## config.mk

```make
export PLATFORM = sky130hd
export DESIGN_NAME = aes_host_driver
export DESIGN_NICKNAME = d
export VERILOG_FILES = /design/src/rtl/aes_host_driver.sv
export SDC_FILE = /design/constraint.sdc
export NUM_CORES = 1
export LEC_CHECK = 0
export CAP_MARGIN = 10
export CORE_MARGIN = 2
export CORE_UTILIZATION = 55
export DETAILED_ROUTE_END_ITERATION = 6
export DONT_BUFFER_PORTS = 1
export PLACE_DENSITY = 0.69
export SYNTH_ARGS = -nofsm -noshare
export SYNTH_HDL_FRONTEND = slang
export SYNTH_SLANG_ARGS = --single-unit
```

## constraint.sdc

```tcl
create_clock -name CLK -period 8.3 [get_ports CLK]
set_input_delay 0.415 -clock CLK [delete_from_list [all_inputs] [get_ports CLK]]
set_output_delay 0.415 -clock CLK [all_outputs]
set_load 0.01 [all_outputs]
```

## src/rtl/aes_host_driver.sv

```systemverilog
// aes_host_driver: bus master that writes one AES job into the IO register map, starts it and reads the result back.
module aes_host_driver #(
    parameter int TIMEOUT_CYC = 4096,
    parameter int FULL_RETRY  = 64
) (
    input  logic         CLK,
    input  logic         RSTB,
    input  logic         req_valid,
    output logic         req_ready,
    input  logic [127:0] req_text,
    input  logic [255:0] req_key,
    input  logic [2:0]   req_nk,
    input  logic         req_op,
    input  logic         req_key_load,
    output logic         rsp_valid,
    input  logic         rsp_ready,
    output logic [127:0] rsp_data,
    output logic         rsp_err,
    output logic         busy,
    output logic [6:0]   ADDR,
    output logic [7:0]   DIN,
    output logic         WR,
    output logic         START,
    input  logic [7:0]   DOUT,
    input  logic         OK
);
    localparam int TW = $clog2(TIMEOUT_CYC + 1);
    localparam int PW = $clog2(FULL_RETRY + 1);
    typedef enum logic [3:0] {IDLE, CFG, KEY, TXT, POLL, GO, WAIT, RD, RESP} state_t;
    state_t state, state_n;
    logic [5:0] idx, idx_n, key_last;
    logic [3:0] rd_byte;
    logic [TW-1:0] tmo, tmo_n;
    logic [PW-1:0] polls, polls_n;
    logic [127:0] text;
    logic [255:0] key;
    logic [2:0] nk;
    logic key_load, nk_ok, err_n, wr_n, start_n;
    logic [6:0] addr_n;
    logic [7:0] din_n;
    assign req_ready = state == IDLE;
    assign busy = state != IDLE;
    assign rsp_valid = state == RESP;
    assign nk_ok = req_nk == 3'd3 || req_nk == 3'd5 || req_nk == 3'd7;
    assign key_last = nk == 3'd3 ? 6'd15 : nk == 3'd5 ? 6'd23 : 6'd31;
    // Byte k arrives two cycles after its address; modulo-16 maps RD index 2..17 onto 0..15.
    assign rd_byte = idx[3:0] - 4'd2;
    always_comb begin
        state_n = state;
        idx_n = idx + 6'd1;
        tmo_n = tmo;
        polls_n = polls;
        err_n = rsp_err;
        case (state)
            IDLE: begin
                idx_n = '0;
                if (req_valid) begin
                    state_n = nk_ok ? CFG : RESP;
                    err_n = !nk_ok;
                end
            end
            CFG: if (idx[0]) begin
                state_n = key_load ? KEY : TXT;
                idx_n = '0;
            end
            KEY: if (idx == key_last) begin
                state_n = TXT;
                idx_n = '0;
            end
            TXT: if (idx == 6'd15) begin
                state_n = POLL;
                idx_n = '0;
                polls_n = '0;
            end
            POLL: if (idx == 6'd2) begin
                idx_n = '0;
                if (!DOUT[0]) state_n = GO;
                else if (polls == PW'(FULL_RETRY - 1)) begin
                    state_n = RESP;
                    err_n = 1'b1;
                end else polls_n = polls + 1'b1;
            end
            GO: begin
                state_n = WAIT;
                tmo_n = '0;
            end
            WAIT: begin
                tmo_n = tmo == TW'(TIMEOUT_CYC) ? tmo : tmo + 1'b1;
                // A stale OK from the previous job is only cleared by START, so skip two cycles.
                if (tmo >= TW'(2) && OK) begin
                    state_n = RD;
                    idx_n = '0;
                end else if (tmo == TW'(TIMEOUT_CYC - 1)) begin
                    state_n = RESP;
                    err_n = 1'b1;
                end
            end
            RD: if (idx == 6'd17) state_n = RESP;
            RESP: if (rsp_ready) state_n = IDLE;
            default: state_n = IDLE;
        endcase
        wr_n = state_n inside {CFG, KEY, TXT};
        start_n = state_n == GO;
        addr_n = ADDR;
        din_n = DIN;
        case (state_n)
            CFG: begin
                addr_n = {6'b100000, idx_n[0]};
                din_n = idx_n[0] ? {5'b0, nk} : {7'b0, req_op};
            end
            KEY: begin
                addr_n = 7'h20 + {1'b0, idx_n};
                din_n = key[{idx_n[4:0], 3'b0} +: 8];
            end
            TXT: begin
                addr_n = {3'b0, idx_n[3:0]};
                din_n = text[{idx_n[3:0], 3'b0} +: 8];
            end
            POLL: addr_n = 7'h42;
            RD: if (idx_n < 6'd16) addr_n = {3'b001, idx_n[3:0]};
            default: ;
        endcase
    end
    always_ff @(posedge CLK or negedge RSTB) begin
        if (!RSTB) begin
            state <= IDLE;
            idx <= '0;
            tmo <= '0;
            polls <= '0;
            text <= '0;
            key <= '0;
            nk <= '0;
            key_load <= 1'b0;
            rsp_err <= 1'b0;
            rsp_data <= '0;
            ADDR <= '0;
            DIN <= '0;
            WR <= 1'b0;
            START <= 1'b0;
        end else begin
            state <= state_n;
            idx <= idx_n;
            tmo <= tmo_n;
            polls <= polls_n;
            rsp_err <= err_n;
            ADDR <= addr_n;
            DIN <= din_n;
            WR <= wr_n;
            START <= start_n;
            if (state == IDLE && req_valid) begin
                text <= req_text;
                key <= req_key;
                nk <= req_nk;
                key_load <= req_key_load;
                if (!nk_ok) rsp_data <= '0;
            end
            if (state == RD && idx >= 6'd2) rsp_data[{rd_byte, 3'b0} +: 8] <= DOUT;
        end
    end
endmodule

```

==> impl_metrics.csv <==
group,metric,value,unit
synthesis,avgSynthCellArea,8.69,um^2
clock_network,clock-sinks,564,
synthesis,synth_top_cell_area_share,0.552,
synthesis,async_reset_ff_frac,1.00,
synthesis,synth_top_family_by_area,"simple AND/OR/NAND/NOR gates",
worst_setup_path,start_kind,"flop",
synthesis,synthFlopType,"dfrtp_1",
grt,grt_pass1_vias,23200,
worst_setup_path,path_class,"reg2reg",
finish,num-nets-final,3649,
placement,gp_congestion,0.934,
clock_network,cts_tree,"yes",
grt,antenna_found_initial,13,
synthesis,ys_ff_latch,564,
synthesis,synth_cell_types,70,
grt,grt_overflow,0,
floorplan,floorplan.die_area,48300,um^2
drt,drtIter0Drc,2682,
placement,numPortBuffers,0,
synthesis,ys.warnings.count,0,
synthesis,synth_mux_area_frac,0.0598,
timing,hold_violations,564,
run,max_cap_viol_count,0,
clock_network,path_clk_slew,60,ps
grt,grt_use_total,0.373,
timing,maxSlewViolCount,265,
synthesis,synth-simple-area-share,0.281,
synthesis,yosysSeqAreaShare,0.552,
synthesis,yosys.area.top_type,"dfrtp_1",
power_and_ir_drop,p_leak,15.3,nW
worst_setup_path,rr_worst_depth,14,
drt,drt_wl_total,91700,um
worst_setup_path,max_stage_delay,820,ps
power_and_ir_drop,powerDensity,361,nW/um^2
clock_network,clk-insertion-delay-late,630,ps
grt,grt_max_degree,565,
synthesis,synthXorXnorAreaFrac,0.00479,
finish,area_growth,24.6,%
run_status,violations,"hold timing, slew limit",
clock_network,cts_made_buffers,58,
floorplan,dieWidth,220,um
floorplan,rows,79,
grt,grt_pass1_wl,136000,um
clock_network,holdBufCountCts,390,
worst_setup_path,end_kind,"flop",
timing,worstMarginPinSlew,2150,ps
floorplan,pin_count,551,
timing,layout_setup_ws,2780,ps
clock_network,cts.htree.levels,2,
timing,hold_ws,-500,ps
worst_setup_path,cp_slowest_cell,"inv_6",
synthesis,syn_nets,3358,
power_and_ir_drop,vdd_drop_max,0.300,mV
timing,tns,0,ps
worst_setup_path,critPathArrivalTime,6030,ps
drt,drcViolationCount,0,
drt,ant_nets,0,
drt,drt_pass1_iterations,6,
floorplan,start_util,0.553,
drt,route.vias.total,23400,
clock_network,clock_path_buffers,3,
synthesis,synthTopCellsByArea,"dfrtp_1, nand2_1, mux4_2, nand3_1, o21ai_0",
run_status,status,"finished, violations left",
finish,layout-drive-gt1-share,0.0545,
placement,dp_slack,2800,ps
synthesis,synth_fa_ha_area_frac,0.00636,
timing,relSlewSlack,-0.433,
synthesis,syn-instance-count,2943,
clock_network,post_cts_buffers,0,
floorplan,core_area,46300,um^2
min_path,hp-class,"in2async",
clock_network,cts_resized,0,
floorplan,die_height,220,um
timing,fin_crit,5520,ps
finish,final_util,0.689,
timing,period_share,0.665,
synthesis,synth_compound_area_frac,0.0662,
drt,viasPerCell,6.01,
timing,skew,22.4,ps
drt,post_drt_wl_per_cell,23.5,um
timing,final-setup-viol-count,0,
worst_setup_path,reg2reg_slack,2780,ps
worst_setup_path,crit_required,8810,ps
synthesis,synth_area,25600,um^2
timing,timing.fmax,0.181,GHz
timing,rsz0062_at_grt,"false",
worst_setup_path,path_cells,"clkinv_1 -> ha_1 -> inv_1 -> o311ai_4 -> o211ai_2 -> a21oi_1 -> a21o_4 -> inv_6 -> buf_4 -> mux2i_1 -> a221oi_1 -> o21ai_0 -> a41oi_1 -> or3_1",
clock_network,cts_root_buf,"clkbuf_16",
placement,hpwl,56800,um
synthesis,synth_edf_count,0,
worst_setup_path,cp_max_fo,110,
[where the power goes]
group	switching, mW	total (mW)	leakage [nW]	internal, mW
combinational	2.67	4.17	7.10	1.50
sequential	0.729	4.45	7.22	3.72
clock	1.14	2.87	1.02	1.74
total	4.54	11.5	15.3	6.96
[final timing paths]
check,startpoint,endpoint
min reg2reg,key[77],key[77]
max,idx[0],DIN[1]
min,RSTB,text[118]
min in group CLK,DOUT[2],rsp_data[10]
max reg2reg,idx[0],DIN[1]
max in group asynchronous,RSTB,text[7]
[worst max-delay path, delay by kind of cell, from the launching register on]
kind | cells | cell delay (ps)
simple gates | 1 | 360
mux | 1 | 250
fa+ha+maj | 1 | 450
compound gates | 7 | 1410
flops | 1 | 760
buf+inv | 4 | 2070
[routing by layer]
metal | vias up | share of wire | GRT usage
met1 | 11400 | 0.37 | 0.466
met2 | 1423 | 0.47 | 0.597
met5 | - | 0.00012 | 0
met3 | 376 | 0.096 | 0.0868
li1 | 10200 | - | -
met4 | 2 | 0.064 | 0.220
[cells by family (layout without fill, tap and decap cells)]
group / count (synthesis) / count (layout)
other: 0 / 14
and+or+nand+nor: 1783 / 1783
xor gates and xnor gates: 14 / 14
muxes: 99 / 99
adders and majority gates: 13 / 13
DFF: 564 / 564
AOI/OAI and AO/OA: 272 / 272
buffers and inverters: 198 / 537
[metrics by stage]
stage          std cells  cell area (um^2)  power, mW
2_1_floorplan       2943             25600       7.07
3_3_place_gp        3390             25800       8.18
3_5_place_dp        3390             25800       8.29
4_1_cts             3888             31800       11.3
5_1_grt             3900             31900       12.1
6_report            3903             31900       11.5
[placed cells by master, fill, tap and decap left out, types with 22 or more instances in the layout]
master	count
o21ai_0	140
a21oi_1	22
nand3_1	147
mux2i_1	55
nand2_1	1473
dlygate4sd3_1	390
nor2_1	51
clkbuf_16	58
mux4_2	39
o31ai_1	22
dfrtp_1	564
[state kept, by name (all words and copies together) (netlist names)]
signal and flops:
key 256, rsp_data 128, text 128, tmo 13
DIN 8, ADDR 7, polls 7, idx 6
state 4, nk 3, START 1, WR 1
key_load 1, rsp_err 1
[cell usage after synthesis (all sizes together), types with 4 or more instances]
cell / instances
a32o: 5
mux2i: 55
mux4: 42
xnor2: 7
or4: 7
nor2b: 5
a21oi: 22
a32oi: 5
a31oi: 14
a22oi: 9
ha: 13
nor3: 13
xor2: 7
a221oi: 4
nand2: 1475
or2: 7
clkbuf: 143
o31ai: 22
o21a: 7
a211oi: 6
dfrtp: 564
and3: 15
nand3: 147
nand4: 21
or3: 7
nor4: 9
nand2b: 9
buf: 33
o21ai: 143
o22ai: 5
o211ai: 6
a311oi: 6
inv: 21
nor2: 52
[final cells by class]
| type | instances | area, um^2 |
|---|---|---|
| Sequential cell | 564 | 14100 |
| Multi-Input combinational cell | 2181 | 10700 |
| Clock inverter | 25 | 433 |
| Fill cell | 3394 | 14400 |
| Tap cell | 607 | 759 |
| Clock buffer | 83 | 1670 |
| Antenna cell | 14 | 35.0 |
| Inverter | 22 | 90.1 |
| Timing Repair Buffer | 407 | 4040 |
(Power assumes the default switching activity.)
